[config.mk]
export PLATFORM = sky130hd
export DESIGN_NAME = systolic_feeder
export DESIGN_NICKNAME = d
export VERILOG_FILES = /design/src/rtl/systolic_feeder.sv
export SDC_FILE = /design/constraint.sdc
export NUM_CORES = 1
export LEC_CHECK = 0
export CAP_MARGIN = 15
export CORE_MARGIN = 2
export CORE_UTILIZATION = 40
export DETAILED_ROUTE_END_ITERATION = 7
export PLACE_DENSITY = 0.66
export SYNTH_ARGS = -nofsm -noshare
export SYNTH_HDL_FRONTEND = slang
export SYNTH_SLANG_ARGS = --single-unit
[constraint.sdc]
create_clock -name clk -period 4.75 [get_ports clk]
set_input_delay 0.95 -clock clk [delete_from_list [all_inputs] [get_ports clk]]
set_output_delay 0.95 -clock clk [all_outputs]
set_load 0.01 [all_outputs]
[src/rtl/systolic_feeder.sv]
// Operand sequencer for a SIZE x SIZE systolic MAC array: holds one A and one W
// tile, then clears the array and streams diagonally skewed operands into it.
module systolic_feeder #(
    parameter int SIZE        = 4,
    parameter int DATA_WIDTH  = 8,
    parameter int MAC_LATENCY = 1
) (
    input  logic                         clk,
    input  logic                         rst,
    input  logic                         wr_en,
    input  logic                         wr_sel,
    input  logic [$clog2(SIZE)-1:0]      wr_row,
    input  logic [$clog2(SIZE)-1:0]      wr_col,
    input  logic [DATA_WIDTH-1:0]        wr_data,
    input  logic                         start,
    output logic                         ready,
    output logic                         busy,
    output logic                         done,
    output logic                         acc_clear,
    output logic                         enable,
    output logic [SIZE*DATA_WIDTH-1:0]   a_bus,
    output logic [SIZE*DATA_WIDTH-1:0]   w_bus
);
    localparam int IW     = $clog2(SIZE);
    localparam int TW     = $clog2(3 * SIZE);
    localparam int LW     = (MAC_LATENCY > 1) ? $clog2(MAC_LATENCY) : 1;
    localparam int T_LAST = 3 * SIZE - 3;

    typedef enum logic [2:0] {
        S_IDLE,
        S_CLEAR,
        S_STREAM,
        S_DRAIN,
        S_DONE
    } state_t;

    state_t              state_reg, state_next;
    logic [TW-1:0]       t_reg, t_next;
    logic [LW-1:0]       d_reg, d_next;
    logic [DATA_WIDTH-1:0] a_tile [SIZE][SIZE];
    logic [DATA_WIDTH-1:0] w_tile [SIZE][SIZE];
    logic [SIZE*DATA_WIDTH-1:0] a_bus_reg, a_bus_next;
    logic [SIZE*DATA_WIDTH-1:0] w_bus_reg, w_bus_next;
    logic                stream_next;

    always_ff @(posedge clk) begin
        if (rst) begin
            state_reg <= S_IDLE;
            t_reg     <= '0;
            d_reg     <= '0;
            a_bus_reg <= '0;
            w_bus_reg <= '0;
        end else begin
            state_reg <= state_next;
            t_reg     <= t_next;
            d_reg     <= d_next;
            a_bus_reg <= a_bus_next;
            w_bus_reg <= w_bus_next;
        end
    end

    always_comb begin
        state_next = state_reg;
        t_next     = t_reg;
        d_next     = d_reg;
        case (state_reg)
            S_IDLE: begin
                if (start) state_next = S_CLEAR;
            end
            S_CLEAR: begin
                state_next = S_STREAM;
                t_next     = '0;
            end
            S_STREAM: begin
                if (t_reg == TW'(T_LAST)) begin
                    state_next = S_DRAIN;
                    t_next     = '0;
                    d_next     = '0;
                end else begin
                    t_next = t_reg + 1'b1;
                end
            end
            S_DRAIN: begin
                if (d_reg == LW'(MAC_LATENCY - 1)) state_next = S_DONE;
                else                                d_next     = d_reg + 1'b1;
            end
            S_DONE: begin
                state_next = S_IDLE;
            end
            default: begin
                state_next = S_IDLE;
            end
        endcase
    end

    // Tiles only change in IDLE, so the operand buses can be computed one
    // cycle ahead from the next-state values and registered.
    always_ff @(posedge clk) begin
        if (rst) begin
            for (int r = 0; r < SIZE; r++) begin
                for (int c = 0; c < SIZE; c++) begin
                    a_tile[r][c] <= '0;
                    w_tile[r][c] <= '0;
                end
            end
        end else if (wr_en && state_reg == S_IDLE) begin
            if (wr_sel) w_tile[wr_row][wr_col] <= wr_data;
            else        a_tile[wr_row][wr_col] <= wr_data;
        end
    end

    assign stream_next = (state_next == S_STREAM);

    // Row r and column c share the same skew: element index k = t - gi.
    for (genvar gi = 0; gi < SIZE; gi++) begin : g_lane
        logic [TW-1:0] k_idx;
        logic          hit;
        assign k_idx = t_next - TW'(gi);
        assign hit   = stream_next && (t_next >= TW'(gi)) && (k_idx < TW'(SIZE));
        assign a_bus_next[gi*DATA_WIDTH +: DATA_WIDTH] =
            hit ? a_tile[gi][k_idx[IW-1:0]] : '0;
        assign w_bus_next[gi*DATA_WIDTH +: DATA_WIDTH] =
            hit ? w_tile[k_idx[IW-1:0]][gi] : '0;
    end

    assign ready     = (state_reg == S_IDLE);
    assign busy      = (state_reg == S_CLEAR) || (state_reg == S_STREAM) || (state_reg == S_DRAIN);
    assign done      = (state_reg == S_DONE);
    assign acc_clear = (state_reg == S_CLEAR);
    assign enable    = (state_reg == S_STREAM) || (state_reg == S_DRAIN);
    assign a_bus     = a_bus_reg;
    assign w_bus     = w_bus_reg;

endmodule

==> reports/metrics.yaml <==
outcome:
  outcome: "complete, no violations"
drt:
  met1_length_um: 13200
  routed.top_layer: "met5"
  drt_wl_total_um: 30400
  dr_wl_met3_um: 1860
  drt_iter0_markers: 562
  drtAntennaViolNets: 0
  viasPerCell: 5.03
  drt-pass1-iter-count: 4
  wire_per_inst_um: 20.5
  vias: 7450
  met2_length_um: 14600
  drc: 0
timing:
  hold_violations: 0
  setup_tns_ns: 0
  rsz0062_at_grt: "no"
  fmax_mhz: 274
  setup_viol: 0
  finalMaxSlewViolations: 0
  period_needed_ns: 3.66
  hold_ws_ns: 0.666
  slew-limit-headroom: 0.316
  finalCritPeriodShare: 0.770
  setup_ws_ns: 1.09
  skew_ns: 0.0126
  tightest_slew_ns: 1.02
clocking:
  cts_max_path_buffers: 3
  cts_max_level: 2
  hold_buffers: 0
  cts-root-buf: "clkbuf_16"
  path_clk_slew_ns: 0.06
  cts_setup_buffers: 0
  clkLatencyLatePin_ns: 0.51
  cts_resized: 0
  tritoncts_num_sinks: 327
  cts_made_buffers: 35
  cts_tree: "done"
final_layout:
  utilization: 0.480
  fin_cells: 1481
  drive_gt1_frac: 0.164
  fin_area_sq_mm: 0.0161
  largestRegisters: "a_tile: 128 flops, w_tile: 128 flops"
  fin_nets: 1031
  antenna_cells: 0
  area_growth_pct: 17.7
global_route:
  grt_pass1_wl_um: 46600
  grt_max_degree: 41
  antenna_found_initial: 1
  grt_pass1_vias: 7725
  grtUsageTotal: 0.173
  gr-total-overflow: 0
die:
  die_y_um: 189
  die_w_um: 189
  rows: 67
  initial_core_util: 0.408
  die-area_sq_mm: 0.0357
  ios: 86
  core-area_sq_mm: 0.0336
worst_setup_path:
  cp.arrival_ns: 4.08
  crit_slowest_cell: "o22a_1"
  cp_max_fo: 23
  cp_cell_sequence: "ha_1, and3b_1, o32a_1, o22a_1, ha_1, inv_1, o311ai_0, xor2_1, nand3_1, nor2b_1"
  required_ns: 5.17
  critPathKind: "register to register"
  max_stage_delay_ns: 0.70
  start_kind: "register"
  crit_start: "t_reg[0]"
  crit_family: "compound AO/OA/AOI/OAI gates"
  worstSetupEndpointType: "register"
  cpMostUsedCell: "ha_1"
  worst-path-buf-inv: 1
  crit-reg2reg-launch: "t_reg[0]"
yosys:
  synth_nets: 949
  ys_types: 38
  yosysSeqAreaShare: 0.665
  netlist_instances: 925
  synth_top_area_share: 0.561
  yosysWarnings: 0
  syn_avg_cell_area_sq_um: 14.8
  synth_largest_area_cell: "edfxtp_1"
  synth_commonest_cells: "and2_1, edfxtp_1, dfxtp_1"
  synth-main-ff-cell: "edfxtp_1"
  synthArstFlopShare: 0
  ys_ff_latch: 327
  synth_area_sq_mm: 0.0137
  netlist_top_cells_area: "edfxtp_1, and2_1, mux4_2, dfxtp_1, nor2b_1"
  synth_most_common_cell: "and2_1"
  synth_edf_count: 256
run:
  cap_violations: 0
placed_design:
  io_buffers: 85
  dpl.hpwl_um: 19300
  dp_cells: 1418
  place_area_sq_mm: 0.0150
  gp_routability_congestion: 0.810
  dpl_worst_slack_ns: 1.05
power_and_ir_drop:
  ir_drop_mv: 0.242
  p_per_area_mw_per_mm2: 400
  leakage_nw: 5.95
  power.total_mw: 6.44
worst_hold_path:
  min_path_type: "register to register"
  worstHoldStart: "w_tile[2][21]"
tightest hold or removal path: cells and delay by family (launching register included):
family | cells | cell delay [ns]
flops | 1 | 0.32
mux | 1 | 0.21
simple gates | 1 | 0.11
cells by family after synthesis:
logic type      count (synthesis)  share of synthesized area
simple gates                  439                      0.190
flops                         327                      0.665
buf+inv                        65                     0.0209
mux                            65                      0.106
compound gates                 18                    0.00895
fa+ha+maj                       7                    0.00639
xor+xnor                        4                    0.00256
cells in the final DEF, fill, tap and decap left out, drive strengths merged, types with 2 or more instances in the layout:
cell             n
a211oi           2
a21oi            4
and2           257
and3            32
buf             19
bufinv           4
clkbuf          47
clkdlybuf4s50   81
clkinv          11
dfxtp           71
edfxtp         256
ha               7
inv             10
mux4            64
nand2           11
nand2b           8
nand3            4
nor2            44
nor2b           36
nor3             3
nor3b            2
nor4             2
o211ai           2
o21ai            5
or2             35
or4              2
xor2             3
power by group:
| part | internal (mW) | switching, mW |
|---|---|---|
| clock | 1.65 | 1.08 |
| sequential | 3.17 | 0.0372 |
| combinational | 0.242 | 0.263 |
routing by layer:
metal,up-vias,GRT usage
met2,235,0.287
met4,2,0.0487
li1,3450,-
met5,-,0
met3,52,0.0313
met1,3711,0.233
cell type report:
type	instances	area, sq um
repair buffers	100	943
clock buffers	47	973
well taps	448	561
inverters	10	40.0
fillers	2845	17500
multi-input cells	533	4320
clock inverters	16	174
flip-flops and latches	327	9110
worst paths after layout:
| path | to | slack, ns | cells after the start |
|---|---|---|---|
| hold / removal | w_bus[13] | 0.67 | 2 |
| hold reg to reg | w_bus[13] | 0.67 | 2 |
| setup / recovery | w_bus[10] | 1.09 | 10 |
| setup reg to reg | w_bus[10] | 1.09 | 10 |
No activity file was read; power rests on OpenSTA's default activity.
